$ cat src/rtl/mem_stage.sv
// -----------------------------------------------------------------------------
// mem_stage -- MEM pipeline stage of the LoongArch CPU (between EX and WB).
//
// Holds one instruction. If it issued a data-SRAM request in EX, the stage
// waits for the in-order data_ok response. The response is buffered so a WB
// stall cannot lose it. Load data is aligned and sign/zero-extended before the
// payload goes to WB. On flush the instruction is dropped, and every response
// still in flight is counted so that it can be discarded when it arrives.
//
// Ports
//   clk, resetn        clock, synchronous active-low reset
//   mem_allowin        MEM can accept an instruction from EX this cycle
//   ex_to_mem_valid    EX presents a valid instruction
//   ex_to_mem_bus      [174:8] WB payload, [7] mem_req, [6:2] ld_op {b,bu,h,hu,w},
//                      [1:0] addr_lo
//   wb_allowin         WB can accept
//   mem_to_wb_valid    MEM presents a finished instruction
//   mem_to_wb_bus      WB payload, with rf_wdata replaced by the final load value
//   data_sram_data_ok  one-cycle response pulse, in request order
//   data_sram_rdata    response data, valid with data_ok
//   flush              wb_ex | ertn_flush from WB
//   mem_to_id_bus      {ld_blk, csr_blk, rf_we&valid, rf_waddr, rf_wdata}
//   mem_to_ex_bus      exception/ertn in MEM: EX must suppress stores
// -----------------------------------------------------------------------------
module mem_stage #(
   parameter int EX_BUS_W = 175,
   parameter int WB_BUS_W = 167
) (
   input  logic                clk,
   input  logic                resetn,
   output logic                mem_allowin,
   input  logic                ex_to_mem_valid,
   input  logic [EX_BUS_W-1:0] ex_to_mem_bus,
   input  logic                wb_allowin,
   output logic                mem_to_wb_valid,
   output logic [WB_BUS_W-1:0] mem_to_wb_bus,
   input  logic                data_sram_data_ok,
   input  logic [31:0]         data_sram_rdata,
   input  logic                flush,
   output logic [39:0]         mem_to_id_bus,
   output logic                mem_to_ex_bus
);

   logic                r_valid;
   logic [WB_BUS_W-1:0] r_payload;
   logic                r_mem_req;
   logic [4:0]          r_ld_op;
   logic [1:0]          r_addr_lo;
   logic                r_data_got;
   logic [31:0]         r_data_buf;
   logic [1:0]          r_discard_cnt;

   // Payload field views
   logic        w_rf_we;
   logic [4:0]  w_rf_waddr;
   logic [31:0] w_rf_wdata_in;
   logic        w_csr_re;
   logic        w_ertn_flush;
   logic        w_excep_en;

   assign w_rf_we       = r_payload[166];
   assign w_rf_waddr    = r_payload[165:161];
   assign w_rf_wdata_in = r_payload[160:129];
   assign w_csr_re      = r_payload[96];
   assign w_ertn_flush  = r_payload[16];
   assign w_excep_en    = r_payload[15];

   // A data_ok belongs to this instruction only when no older discarded
   // response is still outstanding.
   logic w_ok_live;
   logic w_ready_go;
   logic w_accept;
   logic w_capture;
   logic w_in_mem_req;

   assign w_ok_live    = data_sram_data_ok & (r_discard_cnt == 2'd0);
   assign w_ready_go   = ~r_mem_req | r_data_got | w_ok_live;
   assign mem_allowin  = ~r_valid | (w_ready_go & wb_allowin);
   assign w_accept     = ex_to_mem_valid & mem_allowin & ~flush;
   assign w_capture    = w_ok_live & r_valid & r_mem_req & ~r_data_got;
   assign w_in_mem_req = ex_to_mem_bus[7];

   // Load alignment / extension; the same-cycle response bypasses the buffer.
   logic [31:0] w_rdata;
   logic [7:0]  w_byte;
   logic [15:0] w_half;
   logic [31:0] w_final;

   assign w_rdata = w_ok_live ? data_sram_rdata : r_data_buf;
   assign w_half  = r_addr_lo[1] ? w_rdata[31:16] : w_rdata[15:0];

   // NOTE: every signal assigned in always_comb gets a default first, so no
   // path leaves it unassigned and no latch is inferred.
   always_comb begin
      w_byte  = w_rdata[7:0];
      w_final = w_rf_wdata_in;
      case (r_addr_lo)
         2'd1:    w_byte = w_rdata[15:8];
         2'd2:    w_byte = w_rdata[23:16];
         2'd3:    w_byte = w_rdata[31:24];
         default: w_byte = w_rdata[7:0];
      endcase
      if (r_mem_req && r_ld_op != 5'd0) begin
         if (r_ld_op[0])      w_final = w_rdata;
         else if (r_ld_op[4]) w_final = {{24{w_byte[7]}}, w_byte};
         else if (r_ld_op[3]) w_final = {24'd0, w_byte};
         else if (r_ld_op[2]) w_final = {{16{w_half[15]}}, w_half};
         else                 w_final = {16'd0, w_half};
      end
   end

   // Outstanding responses to drop. A data_ok first retires one discarded
   // response (or completes the current load), then a flush adds the current
   // load if it is still pending, plus the incoming instruction's request,
   // which EX has already issued by the time it presents the instruction.
   logic [2:0] w_disc_base;
   logic [2:0] w_disc_sum;
   logic       w_cur_pending;

   assign w_cur_pending = r_valid & r_mem_req & ~r_data_got & ~w_ok_live;
   assign w_disc_base   = (data_sram_data_ok && r_discard_cnt != 2'd0) ?
                          ({1'b0, r_discard_cnt} - 3'd1) : {1'b0, r_discard_cnt};
   assign w_disc_sum    = w_disc_base +
                          (flush ? ({2'd0, w_cur_pending} +
                                    {2'd0, ex_to_mem_valid & w_in_mem_req}) : 3'd0);

   // NOTE: sequential state uses non-blocking assignments so every register
   // samples pre-edge values, independent of statement order.
   always_ff @(posedge clk) begin
      if (!resetn) begin
         r_valid       <= 1'b0;
         r_payload     <= '0;
         r_mem_req     <= 1'b0;
         r_ld_op       <= 5'd0;
         r_addr_lo     <= 2'd0;
         r_data_got    <= 1'b0;
         r_data_buf    <= 32'd0;
         r_discard_cnt <= 2'd0;
      end else begin
         if (flush)            r_valid <= 1'b0;
         else if (mem_allowin) r_valid <= ex_to_mem_valid;

         if (w_accept) begin
            r_payload  <= ex_to_mem_bus[174:8];
            r_mem_req  <= ex_to_mem_bus[7];
            r_ld_op    <= ex_to_mem_bus[6:2];
            r_addr_lo  <= ex_to_mem_bus[1:0];
            r_data_got <= 1'b0;
         end else if (w_capture) begin
            r_data_buf <= data_sram_rdata;
            r_data_got <= 1'b1;
         end

         assert (w_disc_sum <= 3'd2)
            else $error("mem_stage: discard counter overflow");
         r_discard_cnt <= (w_disc_sum > 3'd3) ? 2'd3 : w_disc_sum[1:0];
      end
   end

   assign mem_to_wb_valid = r_valid & w_ready_go & ~flush;
   assign mem_to_wb_bus   = {r_payload[166:161], w_final, r_payload[128:0]};
   assign mem_to_ex_bus   = r_valid & (w_excep_en | w_ertn_flush);
   assign mem_to_id_bus   = {r_valid & r_mem_req & (r_ld_op != 5'd0) & ~w_ready_go,
                             r_valid & w_csr_re,
                             r_valid & w_rf_we,
                             w_rf_waddr,
                             w_final};

endmodule

$ cat config.mk
export PLATFORM = sky130hd
export DESIGN_NAME = mem_stage
export DESIGN_NICKNAME = d
export VERILOG_FILES = /design/src/rtl/mem_stage.sv
export SDC_FILE = /design/constraint.sdc
export NUM_CORES = 1
export LEC_CHECK = 0
export CORE_AREA = 4 4 162 164
export DETAILED_ROUTE_END_ITERATION = 8
export DIE_AREA = 0 0 166 168
export DONT_BUFFER_PORTS = 1
export PLACE_DENSITY = 0.68
export SLEW_MARGIN = 20
export SYNTH_ARGS = -nofsm -noshare
export SYNTH_HDL_FRONTEND = slang
export SYNTH_SLANG_ARGS = --single-unit
$ cat constraint.sdc
create_clock -name clk -period 2.6 [get_ports clk]
set_input_delay 0.13 -clock clk [delete_from_list [all_inputs] [get_ports clk]]
set_output_delay 0.13 -clock clk [all_outputs]
set_load 0.05 [all_outputs]
==> impl_metrics.csv, run 1 <==
group,metric,value,unit
status,outcome,"aborted with a tool error",
status,lastStage,"clock tree synthesis (4_1_cts)",
status,error,"[ERROR RSZ-0060] Max buffer count reached.",
floorplan,initial_core_util,42.0,%
synthesis,synth-edff-count,0,
synthesis,syn_area_per_cell,7.78,um^2
synthesis,synth_top_area_share,40.4,%
floorplan,ios,423,
clocking,cts_max_path_buffers,3,
place,io_buffers,0,
place,dpl_cell_area,10400,um^2
synthesis,synth_largest_area_cell,"dfxtp_1",
synthesis,synth_most_common_cell,"nand2_1",
synthesis,syn-num-nets,1561,
clocking,htreeDepth,1,
synthesis,yosys-top-cells-count,"nand2_1 (288), dfxtp_1 (211), o21ai_0 (194)",
clocking,hold_buffers,307,
place,dp_slack,145,ps
synthesis,synth_area_leaders,"dfxtp_1 (40%), buf_4 (14%), nand2_1 (10%)",
clocking,cts_made_buffers,24,
synthesis,synth_cell_type_count,55,
synthesis,syn-cell-area,10500,um^2
synthesis,async_reset_ff_share,0,%
floorplan,die_w,166,um
synthesis,synthFlopType,"dfxtp_1",
place,gp_congestion,0.856,
synthesis,syn_inst,1344,
clocking,clock_tree.root_cell,"clkbuf_16",
synthesis,ys_ff_latch,211,
clocking,cts_setup_buffers,14,
clocking,cts.sinks,211,
clocking,cts.repair.resized,57,
synthesis,ys_seq_area_share,40.4,%
place,hpwlAfterDp,22600,um
synthesis,yosysWarningCount,0,
floorplan,fp-row-count,58,
floorplan,dieHeight,168,um
-- logic make-up after synthesis --
family,after synthesis,synth area share (%)
multiplexers,26,2.63
adder cells (fa/ha/maj),4,0.551
flip-flops,211,40.4
AO/OA/AOI/OAI,284,16.0
buffers and inverters,290,17.5
XOR/XNOR,1,0.0838
AND/OR/NAND/NOR,528,22.8
-- per-stage QoR --
step	util, %	cells
floorplan	-	1344
global placement	41.9	1474
detailed placement	41.9	1474
==> run 2: changes to the inputs <==
Settings changed: CORE_AREA 4 4 162 164 to not set, CORE_MARGIN set to 4, CORE_UTILIZATION set to 30, DIE_AREA 0 0 166 168 to not set, PLACE_DENSITY 0.68 to not set, PLACE_DENSITY_LB_ADDON set to 0.15.
==> run 2 against run 1 <==
  * The flow now finishes, with violations (hold timing, setup timing)
  * Synthesized area unchanged
  * Synthesized cell count is the same
==> impl_metrics.csv, run 2 <==
group,metric,value,unit
synthesis,synth_cell_type_count,55,
floorplan,ios,423,
worst_setup_path,critPathArrivalTime,2560,ps
sta,slew_headroom,60.1,%
grt,grt_max_degree,387,
clocking,cts.sinks,211,
worst_hold_path,hold_path.class,"in2reg",
routing,dr_total_vias,9618,
worst_setup_path,cp_max_fo,5,
cells_and_area,top_regs,"r_payload: 167 flops, r_data_buf: 32 flops, r_ld_op: 5 flops",
synthesis,synthFlopType,"dfxtp_1",
synthesis,synth-xor-area-share,0.0838,%
worst_setup_path,endpoint_kind,"primary output",
worst_hold_path,hold_depth,2,
cells_and_area,final_common_cell,"dlygate4sd3_1",
grt,grt_pass1_vias,9895,
sta,timing.hold.ws,-237,ps
grt,antenna_found_initial,2,
cells_and_area,largest_register,"r_payload",
run,maxCapViolations,0,
routing,vias_per_cell,4.85,
sta,finalCritPeriodShare,104,%
clocking,cts_tree,"done",
synthesis,syn-num-nets,1561,
status,violations,"hold timing, setup timing",
sta,fin_crit,2690,ps
place,hpwlAfterDp,23300,um
worst_setup_path,reg2reg_depth,11,
cells_and_area,stdcell_area,15200,um^2
power_and_ir_drop,p_leak,5.49,nW
sta,fmax,371,MHz
place,dp_slack,163,ps
sta,finalSetupViolations,46,
synthesis,synth_compound_area_share,16.0,%
floorplan,initial_core_util,30.3,%
place,gp_congestion,0.813,
power_and_ir_drop,power_switching,0.00302,W
sta,slew_violations,0,
power_and_ir_drop,total_power,0.00974,W
floorplan,die_w,195,um
power_and_ir_drop,clockPowerShare,39.3,%
grt,track_usage,18.3,%
cells_and_area,nets,1725,
synthesis,syn_inst,1344,
clocking,path_clk_slew,60,ps
floorplan,core_area,34500,um^2
routing,first_pass_iters,5,
sta,rsz0062_at_grt,"yes",
synthesis,syn_area_per_cell,7.78,um^2
synthesis,synth-edff-count,0,
grt,grt_pass1_wl,56800,um
synthesis,ys_ff_latch,211,
synthesis,synth_most_common_cell,"nand2_1",
synthesis,synth_fa_ha_area_share,0.551,%
cells_and_area,layout-drive-gt1-share,13.8,%
power_and_ir_drop,p_per_area,641,nW/um^2
synthesis,synth_top_family_by_area,"simple AND/OR/NAND/NOR gates",
power_and_ir_drop,p_int,0.00672,W
sta,tightest_slew,598,ps
clocking,cts_made_buffers,26,
routing,postRouteAntennaNets,0,
routing,drt-wirelength-per-cell,18.4,um
floorplan,fp-row-count,68,
power_and_ir_drop,p_seq_share,39.5,%
routing,drt-total-wl,36500,um
place,dpl_cell_area,10600,um^2
cells_and_area,final_cell_mix,"dlygate4sd3_1 (330), nand2_1 (288), dfxtp_1 (207)",
synthesis,muxShareOfSynthArea,2.63,%
power_and_ir_drop,pwr-share-comb,21.3,%
worst_setup_path,start_kind,"flop",
synthesis,yosysWarningCount,0,
worst_setup_path,crit_type,"reg2out",
place,io_buffers,0,
routing,drc,0,
synthesis,yosys.area_share.simple,22.8,%
synthesis,synth_area_leaders,"dfxtp_1 (40%), buf_4 (14%), nand2_1 (10%)",
sta,fin_skew,5.36,ps
sta,fin_ws,-93.4,ps
grt,gr-total-overflow,0,
synthesis,syn-cell-area,10500,um^2
synthesis,synth_top_area_share,40.4,%
synthesis,synth_largest_area_cell,"dfxtp_1",
cells_and_area,area_growth,45.4,%
clocking,clock_latency,530,ps
routing,drt_iter0_drc,522,
worst_setup_path,reg2reg_slack,10,ps
worst_setup_path,required,2470,ps
floorplan,dieHeight,195,um
sta,hold_viol,122,
synthesis,async_reset_ff_share,0,%
clocking,clock_tree.root_cell,"clkbuf_16",
floorplan,design.die.area,37900,um^2
status,outcome,"finished, violations left",
power_and_ir_drop,worst_ir_drop_vdd,501,uV
cells_and_area,largest_reg_flops,167,
synthesis,yosys-top-cells-count,"nand2_1 (288), dfxtp_1 (211), o21ai_0 (194)",
clocking,cts_max_path_buffers,3,
power_and_ir_drop,p_sw_share,31.0,%
synthesis,ys_seq_area_share,40.4,%
clocking,htreeDepth,1,
run 2: worst paths after layout:
check | start | to
min reg2reg | r_payload[151]$_SDFFE_PN0P_ | r_payload[151]$_SDFFE_PN0P_
max | r_discard_cnt[0]$_SDFF_PN0_ | mem_to_wb_bus[134]
max reg2reg | r_discard_cnt[0]$_SDFF_PN0_ | r_payload[52]$_SDFFE_PN0P_
min | resetn | r_payload[51]$_SDFFE_PN0P_
run 2: final cells by class:
class / count / area [um^2]
sequential: 211 / 4230
tap: 455 / 569
multi-input combinational: 843 / 4960
clock buffer: 38 / 787
antenna: 1 / 2.50
clock inverter: 8 / 123
fill: 3345 / 19300
timing repair buffer: 415 / 4480
inverter: 11 / 41.3
run 2: cells by family (layout without fill, tap and decap cells):
kind of cell             Yosys count  after routing
multiplexers                      26             26
XOR/XNOR                           1              1
buffers and inverters            290            472
AND/OR/NAND/NOR                  528            528
AO/OA/AOI/OAI                    284            284
other                              0              1
adder cells (fa/ha/maj)            4              4
flip-flops                       211            211
run 2: metrics by stage:
stage               utilization (%)  TNS, ps  instances
global placement               30.7        0       1599
global route                   44.1    -7380       1981
finish                         44.1    -1910       1982
CTS                            43.2    -7930       1961
floorplan                         -     -317       1344
detailed placement             30.7        0       1599
run 2: metal layers:
layer  global-route usage [%]  wire length, um  share of wire [%]
met1                     21.5            14200                 39
met3                     4.85             2750                7.6
met2                     32.5            18200                 50
met5                        0               13              0.036
met4                     5.65             1300                3.6
run 2: what timing repair did:
item                                   4_1_cts  5_1_grt
cloned                                       1        0
pin swaps                                   13       19
hold buffers                               313       17
setup buffers                                3        4
setup endpoints to repair                   64      110
endpoints found under the hold margin      211      151
gates resized for setup                     39       33
run 2: critical path, stage by stage, from the launching register on:
cell and delay, ps:
dfxtp_2 320, inv_2 70, ha_4 140, and2_2 230, mux2_2 380, nor3_2 180, a311oi_1 80, buf_4 160
a32o_1 300, buf_12 180
run 2: power by group through the flow:
stage / Clock [W] / Sequential [W] / Combinational, W
2_1_floorplan: 0 / 0.00351 / 0.00166
3_3_place_gp: 0 / 0.00392 / 0.00148
3_5_place_dp: 0 / 0.00391 / 0.00150
4_1_cts: 0.00396 / 0.00385 / 0.00194
5_1_grt: 0.00409 / 0.00386 / 0.00222
6_report: 0.00382 / 0.00385 / 0.00207
Power figures use the tool's default switching activity.
==> run 3: changes to the inputs <==
Clock period 2.6 ns to 2.7 ns, I/O delays scaled along.
==> run 3 against run 2 <==
  * Synthesized area unchanged
  * The flow now stops in clock tree synthesis (4_1_cts)
  * Synthesized cell count did not move
==> impl_metrics.csv, run 3 <==
group,metric,value,unit
synthesis,ys_seq_area_share,40.4,%
synthesis,ys_ff_latch,211,
floorplan,fp-row-count,68,
synthesis,synth_top_area_share,40.4,%
synthesis,async_reset_ff_share,0,%
place,dpl_cell_area,10400,um^2
clocking,htreeDepth,1,
clocking,cts.repair.resized,49,
floorplan,die_w,195,um
synthesis,yosysWarningCount,0,
clocking,cts_made_buffers,25,
clocking,cts_max_path_buffers,3,
clocking,hold_buffers,330,
synthesis,syn-cell-area,10500,um^2
synthesis,syn_inst,1344,
synthesis,yosys-top-cells-count,"nand2_1 (288), dfxtp_1 (211), o21ai_0 (194)",
place,gp_congestion,0.830,
clocking,clock_tree.root_cell,"clkbuf_16",
synthesis,synth-edff-count,0,
synthesis,syn-num-nets,1561,
synthesis,synth_largest_area_cell,"dfxtp_1",
place,dp_slack,-102,ps
place,io_buffers,0,
status,error,"[ERROR RSZ-0060] Max buffer count reached.",
synthesis,synth_cell_type_count,55,
synthesis,synth_most_common_cell,"nand2_1",
status,outcome,"aborted with a tool error",
floorplan,initial_core_util,30.3,%
floorplan,ios,423,
place,hpwlAfterDp,23700,um
floorplan,dieHeight,195,um
synthesis,synth_area_leaders,"dfxtp_1 (40%), buf_4 (14%), nand2_1 (10%)",
clocking,cts_setup_buffers,9,
status,lastStage,"clock tree synthesis (4_1_cts)",
synthesis,syn_area_per_cell,7.78,um^2
clocking,cts.sinks,211,
synthesis,synthFlopType,"dfxtp_1",
==> run 3: stage by stage <==
step	utilization, %	cells	hold slack, ps
2_1_floorplan	-	1344	211
3_3_place_gp	30.1	1596	217
3_5_place_dp	30.1	1596	219
==> run 3: cell families after synthesis <==
kind of cell,count (synthesis),share of synthesized area (%)
compound gates,284,16.0
xor+xnor,1,0.0838
fa+ha+maj,4,0.551
buf+inv,290,17.5
flops,211,40.4
mux,26,2.63
simple gates,528,22.8
